===== src/rtl/lights_pkg.sv =====
// -----------------------------------------------------------------------------
// lights_pkg
// Shared definitions for the multi-channel lights selector:
//   - mode_e      : front-panel operating mode (OFF / WHITE / MANUAL / AUTO)
//   - COL_*       : colour indices of the 6-entry palette (1..6)
//   - next_colour : advance rule, 1 -> 2 -> ... -> 6 -> 1
// No ports (package).
// -----------------------------------------------------------------------------
package lights_pkg;

    typedef enum logic [1:0] {
        MODE_OFF    = 2'b00,
        MODE_WHITE  = 2'b01,
        MODE_MANUAL = 2'b10,
        MODE_AUTO   = 2'b11
    } mode_e;

    localparam logic [2:0] COL_BLUE    = 3'd1;
    localparam logic [2:0] COL_GREEN   = 3'd2;
    localparam logic [2:0] COL_CYAN    = 3'd3;
    localparam logic [2:0] COL_RED     = 3'd4;
    localparam logic [2:0] COL_MAGENTA = 3'd5;
    localparam logic [2:0] COL_YELLOW  = 3'd6;
    localparam logic [2:0] COL_FIRST   = 3'd1;
    localparam logic [2:0] COL_LAST    = 3'd6;

    // Advance one palette step. Indices 0 and 7 are never stored; should one
    // ever appear (e.g. an upset), it is steered back onto the palette.
    function automatic logic [2:0] next_colour(input logic [2:0] idx);
        logic [2:0] nxt;
        if ((idx >= COL_LAST) || (idx < COL_FIRST)) begin
            nxt = COL_FIRST;
        end else begin
            nxt = idx + 3'd1;
        end
        return nxt;
    endfunction

endpackage


===== src/rtl/colour_expand.sv =====
// -----------------------------------------------------------------------------
// colour_expand
// Maps a 3-bit palette index onto one RGB word: each index bit is replicated
// across a full colour component, giving {R,G,B} = {idx[2],idx[1],idx[0]}
// each spread over CW bits.
// Ports:
//   idx  in   3       palette index (1..6 in normal use)
//   rgb  out  3*CW    {R,G,B} word
// -----------------------------------------------------------------------------
module colour_expand #(
    parameter int CW = 8
) (
    input  logic [2:0]      idx,
    output logic [3*CW-1:0] rgb
);

    assign rgb = {{CW{idx[2]}}, {CW{idx[1]}}, {CW{idx[0]}}};

endmodule


===== src/rtl/lights_selector_multi.sv =====
// -----------------------------------------------------------------------------
// lights_selector_multi
// N_CH lamp channels, each holding a palette index. In MANUAL mode a button
// press (rising edge) advances the channel chosen by ch_sel; in AUTO mode an
// internal timer advances every channel once per AUTO_DIV cycles. OFF and
// WHITE override the outputs while the indices are held.
// Ports:
//   clk      in   1             rising-edge clock
//   rst      in   1             asynchronous reset, active low
//   mode     in   2             00 OFF, 01 WHITE, 10 MANUAL, 11 AUTO
//   ch_sel   in   SW            channel advanced by the button in MANUAL
//   button   in   1             level input, synchronous to clk
//   light    out  N_CH*3*CW     registered; channel k at [k*3*CW +: 3*CW]
//   cur_idx  out  3             registered index of channel ch_sel (0 if none)
//   tick     out  1             registered one-cycle pulse per auto step
// -----------------------------------------------------------------------------
module lights_selector_multi
    import lights_pkg::*;
#(
    parameter int N_CH     = 4,
    parameter int CW       = 8,
    parameter int AUTO_DIV = 16,
    localparam int SW      = (N_CH > 1) ? $clog2(N_CH) : 1
) (
    input  logic                   clk,
    input  logic                   rst,
    input  logic [1:0]             mode,
    input  logic [SW-1:0]          ch_sel,
    input  logic                   button,
    output logic [N_CH*3*CW-1:0]   light,
    output logic [2:0]             cur_idx,
    output logic                   tick
);

    localparam int              WW         = 3 * CW;
    localparam int              TW         = $clog2(AUTO_DIV);
    localparam logic [TW-1:0]   TIMER_LAST = TW'(AUTO_DIV - 1);
    localparam int              NSEL       = 2 ** SW;

    mode_e                 mode_s;
    logic                  press_s;
    logic                  auto_step_s;
    logic                  btn_q;
    logic [TW-1:0]         timer_q;
    logic [TW-1:0]         timer_d;
    logic [2:0]            idx_q [N_CH];
    logic [2:0]            idx_d [N_CH];
    logic [2:0]            sel_tab_s [NSEL];
    logic [N_CH*WW-1:0]    pal_s;
    logic [N_CH*WW-1:0]    light_q;
    logic [N_CH*WW-1:0]    light_d;
    logic [2:0]            cur_idx_q;
    logic [2:0]            cur_idx_d;
    logic                  tick_q;
    logic                  tick_d;

    assign mode_s = mode_e'(mode);

    // Palette expansion of every stored index.
    for (genvar g = 0; g < N_CH; g++) begin : g_pal
        colour_expand #(.CW(CW)) u_colour_expand (
            .idx (idx_q[g]),
            .rgb (pal_s[g*WW +: WW])
        );
    end

    // Index lookup padded to the full ch_sel range; unused selector codes
    // read back as 0 so an out-of-range ch_sel reports "no channel".
    for (genvar g = 0; g < NSEL; g++) begin : g_sel
        if (g < N_CH) begin : g_real
            assign sel_tab_s[g] = idx_q[g];
        end else begin : g_none
            assign sel_tab_s[g] = 3'd0;
        end
    end

    // Next state of the auto timer and the colour indices, driven by mode.
    always_comb begin
        press_s     = button & ~btn_q;
        auto_step_s = 1'b0;
        timer_d     = '0;
        for (int k = 0; k < N_CH; k++) begin
            idx_d[k] = idx_q[k];
        end
        case (mode_s)
            MODE_MANUAL: begin
                // An out-of-range ch_sel matches no channel, so the press is lost.
                for (int k = 0; k < N_CH; k++) begin
                    idx_d[k] = (press_s && (ch_sel == SW'(k))) ? next_colour(idx_q[k])
                                                               : idx_q[k];
                end
            end
            MODE_AUTO: begin
                if (timer_q == TIMER_LAST) begin
                    auto_step_s = 1'b1;
                    timer_d     = '0;
                    for (int k = 0; k < N_CH; k++) begin
                        idx_d[k] = next_colour(idx_q[k]);
                    end
                end else begin
                    auto_step_s = 1'b0;
                    timer_d     = timer_q + TW'(1);
                end
            end
            default: begin
                // OFF / WHITE: indices hold, timer is cleared.
                auto_step_s = 1'b0;
                timer_d     = '0;
            end
        endcase
    end

    // Output words computed from the indices as they stand before this edge,
    // which gives the one-cycle index-to-light latency.
    always_comb begin
        light_d   = '0;
        cur_idx_d = sel_tab_s[ch_sel];
        tick_d    = auto_step_s;
        case (mode_s)
            MODE_OFF:   light_d = '0;
            MODE_WHITE: light_d = '1;
            default:    light_d = pal_s;
        endcase
    end

    // State registers: edge detector, timer and channel indices.
    always_ff @(posedge clk or negedge rst) begin
        if (!rst) begin
            btn_q   <= 1'b0;
            timer_q <= '0;
            for (int k = 0; k < N_CH; k++) begin
                idx_q[k] <= COL_FIRST;
            end
        end else begin
            btn_q   <= button;
            timer_q <= timer_d;
            for (int k = 0; k < N_CH; k++) begin
                idx_q[k] <= idx_d[k];
            end
        end
    end

    // Output registers.
    always_ff @(posedge clk or negedge rst) begin
        if (!rst) begin
            light_q   <= '1;
            cur_idx_q <= COL_FIRST;
            tick_q    <= 1'b0;
        end else begin
            light_q   <= light_d;
            cur_idx_q <= cur_idx_d;
            tick_q    <= tick_d;
        end
    end

    assign light   = light_q;
    assign cur_idx = cur_idx_q;
    assign tick    = tick_q;

endmodule


===== config.mk =====
export PLATFORM = sky130hd
export DESIGN_NAME = lights_selector_multi
export DESIGN_NICKNAME = d
export VERILOG_FILES = /design/src/rtl/lights_pkg.sv /design/src/rtl/colour_expand.sv /design/src/rtl/lights_selector_multi.sv
export SDC_FILE = /design/constraint.sdc
export NUM_CORES = 1
export LEC_CHECK = 0
export BUFFER_PORTS_ARGS = -buffer_cell sky130_fd_sc_hd__buf_2
export CAP_MARGIN = 40
export CORE_MARGIN = 2
export CORE_UTILIZATION = 46
export CTS_CLUSTER_SIZE = 25
export DETAILED_ROUTE_END_ITERATION = 12
export GPL_TIMING_DRIVEN = 0
export PLACE_DENSITY = 0.82
export REMOVE_ABC_BUFFERS = 1
export SETUP_SLACK_MARGIN = 0.3
export SYNTH_ARGS = -nofsm -noshare
export SYNTH_HDL_FRONTEND = slang
export SYNTH_SLANG_ARGS = --single-unit

===== constraint.sdc =====
create_clock -name clk -period 2.3 [get_ports clk]
set_input_delay 0.115 -clock clk [delete_from_list [all_inputs] [get_ports clk]]
set_output_delay 0.115 -clock clk [all_outputs]
set_load 0.02 [all_outputs]

======== Yosys cells after proc, flatten, opt, wreduce, memory -nomap -nowiden ========
Cells that the tools add are included.
word-level totals
  logic and storage cells ................. 71
  register bits ........................... 117
  output and inout bits ................... 100
operators by class
  reductions and logical operators ........ 15
  equality and inequality tests ........... 12
  bitwise operators ....................... 3
  $add $sub $neg .......................... 5
  muxes and demuxes ....................... 18
  magnitude comparators ................... 9
operators by type and width
  kind                   count
  $pmux W96 S2           1
  $mux W3                10
  $pmux W12 S2           1
  $ge A3 B3 Y1 const B   5
  $add A3 B1 Y3 const B  4
  $lt A3 B1 Y1 const B   4
  $mux W12               1
  $reduce_and A3 Y1      4
  $ne A2 B2 Y1 const B   5
  $eq A2 B2 Y1 const B   4
  $mux W4                2
  $bmux W3 S2            1
  $add A4 B1 Y4 const B  1
  $eq A2 B1 Y1 const B   2
  $eq A4 B4 Y1 const B   1
  $logic_and A1 B1 Y1    4
  $logic_not A2 Y1       2
  $logic_or A1 B1 Y1     4
  $not A2 Y3             1
  $mux W1                2
  $reduce_bool A2 Y1     1
  $and A1 B1 Y1          1
  $not A1 Y1             1

======== Longest topological paths before layout ========
Gate-level depths: netlist (run 1).
  word-level depth ........................ 5
  gate-level depth with buffers ........... 6
  depth with buffers taken out ............ 6

======== By module ========
Synthesis (run 1) repeated with hierarchy kept, for this count alone.
second synthesis, totals
  cell total of the unflattened synthesis .. 505
  area total of the unflattened synthesis .. 5,182.5 um^2
modules (own cells, without submodules)
  module                 instances  area each (um^2)  cells each
  lights_selector_multi  1          4,461.8           409
  colour_expand          4          180.2             24

======== Worst setup path before layout (run 1) ========
Ideal clock, no wire load.
  path type ............................... register to register
  start point ............................. register timer_q[0]
  end point ............................... register idx_q[1] (netlist name)
  stages on the path, launching flop included .. 6
  data arrival time ....................... 1.488 ns
  path slack .............................. 0.685 ns
  path through ............................ dfrtp_1 ha_1 and3_1 buf_2 a32o_2 mux2_1
on the way
  word-level cells in the longest chain between the ends .. 3
ends and longest elaborated chain
  what                                line                          text
  from (decl)                         lights_selector_multi.sv:44   logic [TW-1:0] timer_q;
  from (signal assigned)              lights_selector_multi.sv:136  timer_q <= timer_d;
  $eq A4 B4 Y1                        lights_selector_multi.sv:94   if (timer_q == TIMER_LAST) begin
  $ne A2 B2 Y1 (no source line)       n/a
  $reduce_and A3 Y1 (no source line)  n/a
  to (signal, indexed assignment)     lights_selector_multi.sv:138  idx_q[k] <= idx_d[k];
  to (decl)                           lights_selector_multi.sv:46   logic [2:0] idx_q [N_CH];
No other way between the ends.
A chain may end at the register's enable or synchronous reset.

======== Final worst setup path (run 1) ========
  start point ............................. register timer_q[0]
  end point ............................... register idx_q[7] (netlist name)
Same word-level chain as after synthesis.

==> results of run 1 <==
## how the worst max path moves through the flow
| stage | cells past startpoint | startpoint | endpoint | slack [ps] |
|---|---|---|---|---|
| floorplan | 4 | timer_q[0] | idx_q[1] | 740 |
| global placement | 4 | timer_q[0] | idx_q[1] | 670 |
| detailed placement | 4 | timer_q[0] | idx_q[7] | 640 |
| CTS | 4 | timer_q[0] | idx_q[7] | 630 |
| global route | 5 | timer_q[0] | idx_q[5] | 550 |
| finish | 4 | timer_q[0] | idx_q[7] | 640 |
## flip-flops by register name, summed over array words and instances, names as in the netlist
register / cells
idx_q: 12
timer_q: 4
cur_idx: 3
tick: 1
light: 12
btn_q: 1
## synthesized netlist by cell type
| cell | n |
|---|---|
| a21oi_1 | 5 |
| nand2b_1 | 1 |
| dfstp_2 | 17 |
| a211oi_1 | 1 |
| inv_1 | 7 |
| clkbuf_1 | 2 |
| or3_1 | 1 |
| nor2_1 | 8 |
| o31ai_1 | 3 |
| ha_1 | 8 |
| o21a_1 | 2 |
| o21bai_1 | 3 |
| buf_4 | 84 |
| mux2_1 | 3 |
| buf_2 | 2 |
| o21ai_1 | 1 |
| a32o_2 | 2 |
| a31oi_1 | 2 |
| and3_1 | 2 |
| o21ai_0 | 6 |
| nor3_1 | 2 |
| mux4_2 | 3 |
| a311oi_1 | 1 |
| a32o_1 | 1 |
| a21o_1 | 2 |
| nand2_1 | 30 |
| xnor2_1 | 1 |
| and2_1 | 2 |
| a32oi_2 | 2 |
| dfrtp_1 | 16 |
| nand3_1 | 2 |
| and4bb_4 | 1 |
## power breakdown
part	leakage, nW	internal [mW]	switching (mW)
Sequential	0.391	0.708	0.130
Combinational	0.841	0.265	0.497
Clock	0.0450	0.209	0.203
## tightest hold or removal path, cell delays in order
cell,delay (ps)
buf_2,120
nand2_1,100
a311oi_1,50
## logic make-up (layout without fill, tap and decap cells)
group,Yosys count,count (layout),share of synthesized area (%)
XOR/XNOR,1,1,0.402
AND/OR/NAND/NOR,49,49,9.94
buffers and inverters,95,123,31.0
multiplexers,6,6,4.65
adder cells (fa/ha/maj),8,8,4.60
flip-flops,33,33,38.9
AO/OA/AOI/OAI,31,31,10.5
## layer usage
metal | global-route usage [%] | part of all wire (%) | routed length (µm) | vias up
met5 | 0 | 0 | 0 | -
li1 | - | - | - | 710
met4 | 9.26 | 2.9 | 108 | 0
met3 | 1.80 | 5.6 | 212 | 9
met2 | 25.9 | 55 | 2060 | 69
met1 | 13.7 | 37 | 1390 | 703
## layout make-up
| type | instances | area, µm² | share of cell area, % |
|---|---|---|---|
| clock buffers | 6 | 72.6 | 3.25 |
| flip-flops and latches | 33 | 847 | 38.0 |
| multi-input cells | 95 | 656 | 29.4 |
| inverters | 7 | 26.3 | 1.18 |
| well taps | 54 | 67.6 | 3.03 |
| repair buffers | 108 | 551 | 24.7 |
| clock inverters | 2 | 10.0 | 0.449 |
==> summary.txt, run 1 <==
Crit Reg-Reg Startpoint = timer_q[0]
Area growth syn-to-layout = 2.41%
CTS root buffer = clkbuf_8
Post-Route WL = 3.77 mm
total negative slack = 0 ps
Final Hold Viols = 0
initial antenna violation count = 0
Worst-Skew Late Latency = 280 ps
hold path cells = 3
Routed WL per cell = 12.3 µm
Crit path max-delay family = flip-flops
CTS clock-pin slew for the worst setup and hold paths = 70 ps
CTS tree = done
Global Route Usage Sum = 13.7%
hold wc startpoint = mode[0]
critical path's slowest cell = dfrtp_1
hpwl dp = 2.80 mm
die width = 72.8 µm
number of iterations in the first detailed-routing pass = 4
Mapped Area = 2180 µm²
Post-Layout Inst Area = 2230 µm²
ANT nets after route = 0
Arr. time, crit path = 1830 ps
clk_skew = 6.56 ps
grt total ovfl = 0
Ports = 107
number of DRC markers in iteration 0 = 95
Setup crit end kind = flop
Min-Delay Endpoint = timer_q[3]
DP Cell Count = 295
crit-path max FO = 6
Register-to-Register Path Depth = 4
post-route core utilization = 48.2%
DR vias = 1491
Worst Tran Pin Value = 726 ps
first-pass GRT wire length = 5.53 mm
Filler cells = 406
Post-Synthesis Cells = 223
share of cells above drive strength 1 = 55.0%
Yosys reg bits = 33
CTS buffer count = 5
Final WS setup = 639 ps
placed cell areas = 2130 µm²
Critical Path RT = 2470 ps
postcts setup bufs = 0
commonest non-fill, non-tap cell in the layout = buf_2
Syn Area/Cell = 9.76 µm²
Die H = 72.8 µm
Setup CP Type = reg -> reg
MaxCap Viol Count = 0
Worst setup SP type = flop
routability cong. = 0.695
CTS resizes = 0
max incr delay on CP = 410 ps
power density cells = 902 nW/µm²
Final Slew Violations = 0
vias in the first global route = 1245
dominant cell type by area after synthesis = buf_4
Final Non-Filler Cells = 305
CTS max path bufs = 2
FMAX = 602 MHz
final-report setup violation count = 0
min Tclk post-route = 1660 ps
Ant. Diodes = 0
Lkg Pwr = 1.28 nW
largest net degree at the start of global routing = 34
DRC violations left = 0
HP Class = in -> reg
commonest non-fill, non-tap cells in the layout = 106 x buf_2, 30 x nand2_1, 17 x dfstp_2
post-synth top area share = 29.0%
Initial Util = 47.0%
worst path bufs/invs = 0
WHS = 146 ps
unrepaired setup endpoints after global routing = no
outcome = complete, no violations
Area contributors post-synth = buf_4 29%, dfstp_2 21%, dfrtp_1 18%, nand2_1 5.2%, ha_1 4.6%
post-route clock period utilization = 72.2%
Ys Warns = 0
pre-CTS WS = 635 ps
Peak VDD IR = 0.000313 V
Unique masters post-synth = 32
crit-path cells = ha_1, and3_1, a32o_2, mux2_1
fin nets = 265
num rows = 25
core box area = 4630 µm²
Worst R2R End = idx_q[7]
CTS H-tree depth = 2
post-cts hold buffer count = 2
die area = 5300 µm²
routed vias/inst = 4.89
sequential fraction of the synthesis area = 38.9%
IO buf count = 106
Power, Total = 2.01 mW
clock sink total = 33
Max-slew headroom = 51.6%
r2r setup slk = 640 ps
(Power assumes the default switching activity.)
==> inputs of run 2 (changes only) <==
--- a/config.mk
+++ b/config.mk
@@ -8,11 +8,11 @@
 export BUFFER_PORTS_ARGS = -buffer_cell sky130_fd_sc_hd__buf_2
 export CAP_MARGIN = 40
 export CORE_MARGIN = 2
-export CORE_UTILIZATION = 46
+export CORE_UTILIZATION = 42
 export CTS_CLUSTER_SIZE = 25
 export DETAILED_ROUTE_END_ITERATION = 12
 export GPL_TIMING_DRIVEN = 0
-export PLACE_DENSITY = 0.82
+export PLACE_DENSITY = 0.79
 export REMOVE_ABC_BUFFERS = 1
 export SETUP_SLACK_MARGIN = 0.3
 export SYNTH_ARGS = -nofsm -noshare
==> constraint.sdc (replaced) <==
create_clock -name clk -period 1.4 [get_ports clk]
set_input_delay 0.07 -clock clk [delete_from_list [all_inputs] [get_ports clk]]
set_output_delay 0.07 -clock clk [all_outputs]
set_load 0.02 [all_outputs]
==> summary.txt, run 2 (same netlist as run 1, synthesis figures left out) <==
Worst-Skew Late Latency = 300 ps (was 280 ps)
Final Slew Violations = 0 (unchanged)
Clock Power Share = 18.1% (was 20.5%)
vias in the first global route = 1649 (was 1245)
Arr. time, crit path = 1780 ps (was 1830 ps)
CTS clock-pin slew for the worst setup and hold paths = 70 ps (about the same)
total negative slack = -950 ps (was 0 ps)
crit-path max FO = 6 (unchanged)
share of cells above drive strength 1 = 64.9% (was 55.0%)
routability cong. = 0.692 (was 0.695)
CTS tree = done (unchanged)
die area = 5780 µm² (was 5300 µm²)
CP endpoint = idx_q[5] (was idx_q[7])
largest net degree at the start of global routing = 34 (unchanged)
first-pass GRT wire length = 8.74 mm (was 5.53 mm)
post-route clock period utilization = 113% (was 72.2%)
CTS buffer count = 5 (unchanged)
DRC violations left = 0 (unchanged)
Lkg Pwr = 1.55 nW (was 1.28 nW)
r2r setup slk = -190 ps (was 640 ps)
Global Route Usage Sum = 19.1% (was 13.7%)
CTS max path bufs = 2 (unchanged)
Worst setup SP type = flop (unchanged)
IO buf count = 106 (unchanged)
FMAX = 630 MHz (was 602 MHz)
routed vias/inst = 5.09 (was 4.89)
pre-CTS WS = -271 ps (was 635 ps)
Critical Path RT = 1590 ps (was 2470 ps)
Peak VDD IR = 0.000512 V (was 0.000313 V)
Ant. Diodes = 0 (unchanged)
Setup crit end kind = flop (unchanged)
Crit Reg-Reg Startpoint = timer_q[1] (was timer_q[0])
grt total ovfl = 0 (unchanged)
Worst Tran Pin Value = 747 ps (was 726 ps)
Seq pwr share = 34.7% (was 41.6%)
multi-input logic area = 748 µm² (was 656 µm²)
Setup CP Type = reg -> reg (unchanged)
Routed WL per cell = 18.9 µm (was 12.3 µm)
outcome = finished with violations (was complete, no violations)
unrepaired setup endpoints after global routing = yes (was no)
core box area = 5040 µm² (was 4630 µm²)
DR vias = 1722 (was 1491)
final-report setup violation count = 12 (was 0)
Ports = 107 (unchanged)
min Tclk post-route = 1590 ps (was 1660 ps)
die width = 76.0 µm (was 72.8 µm)
Filler cells = 329 (was 406)
initial antenna violation count = 0 (unchanged)
CP Launch Point = timer_q[1] (was timer_q[0])
Register-to-Register Path Depth = 5 (was 4)
Switching Power = 1.64 mW (was 0.830 mW)
FF/Latch Area = 851 µm² (was 847 µm²)
Area growth syn-to-layout = 46.1% (was 2.41%)
commonest non-fill, non-tap cells in the layout = 88 x buf_6, 30 x nand2_1, 17 x dfstp_2 (was 106 x buf_2, 30 x nand2_1, 17 x dfstp_2)
CTS root buffer = clkbuf_8 (unchanged)
Worst R2R End = idx_q[5] (was idx_q[7])
number of iterations in the first detailed-routing pass = 4 (unchanged)
Initial Util = 43.2% (was 47.0%)
power density cells = 1310 nW/µm² (was 902 nW/µm²)
ANT nets after route = 0 (unchanged)
CTS H-tree depth = 2 (unchanged)
clock sink total = 33 (unchanged)
Comb pwr share = 47.2% (was 37.9%)
Final WS setup = -188 ps (was 639 ps)
clk_skew = 10.1 ps (was 6.56 ps)
Switching Fraction = 39.3% (was 41.3%)
Die H = 76.0 µm (was 72.8 µm)
WHS = 126 ps (was 146 ps)
Int Pwr = 2.54 mW (was 1.18 mW)
num rows = 26 (was 25)
Post-Route WL = 6.38 mm (was 3.77 mm)
HP Class = in -> reg (unchanged)
MaxCap Viol Count = 0 (unchanged)
Max-slew headroom = 50.2% (was 51.6%)
hpwl dp = 2.63 mm (was 2.80 mm)
commonest non-fill, non-tap cell in the layout = buf_6 (was buf_2)
failing checks = negative setup slack
fin nets = 282 (was 265)
Final Hold Viols = 0 (unchanged)
number of DRC markers in iteration 0 = 156 (was 95)
-- run 2: layout make-up --
cell class,instances,area share (%)
Inverter,7,0.826
Multi-Input combinational cell,95,23.5
Timing Repair Buffer,125,43.3
Clock buffer,8,2.83
Tap cell,70,2.75
Sequential cell,33,26.7
-- run 2: critical path: stages (launching register included) --
cell and delay, ps:
dfrtp_1 410, ha_4 170, and3_4 210, a32oi_2 360, o21ai_0 210, o31ai_1 120
-- run 2: layer usage --
layer,up-vias,share of wire (%),GRT usage [%]
li1,746,-,-
met1,859,37,19.6
met2,101,54,34.8
met3,16,6.8,5.81
met4,0,2.6,10.2
met5,-,0,0
-- run 2: how the worst min path moves through the flow --
stage	start	endpoint	slack, ps	depth (start not counted)
floorplan	rst	btn_q	-230	0
global placement	rst	timer_q[1]	150	1
detailed placement	rst	timer_q[3]	160	1
CTS	mode[0]	timer_q[0]	110	3
global route	mode[0]	timer_q[1]	140	2
finish	mode[0]	timer_q[1]	130	2
-- run 2: timing repair --
item / 4_1_cts / 5_1_grt
hold buffers: 2 / 0
buffers inserted: 15 / 2
hold endpoints to repair: 17 / 0
pin swaps: 7 / 5
gates resized for setup: 219 / 18
setup endpoints to repair: 111 / 112
-- run 2: power groups by stage --
stage                     combinational [mW]  clock (mW)  sequential (mW)
after global placement                  1.22           0             1.37
after floorplan                        0.293           0             1.87
after detailed placement                1.24           0             1.38
after CTS                               1.84       0.747             1.40
after global routing                    2.06       0.820             1.48
final                                   1.97       0.755             1.45
-- run 2: metrics by stage --
stage	std cells	utilization, %	cell area [µm²]	total power, mW
3_5_place_dp	311	42.6	2150	2.62
3_3_place_gp	311	42.6	2150	2.59
2_1_floorplan	135	-	1530	2.16
5_1_grt	338	63.1	3180	4.36
6_report	338	63.1	3180	4.18
4_1_cts	336	61.5	3100	3.99
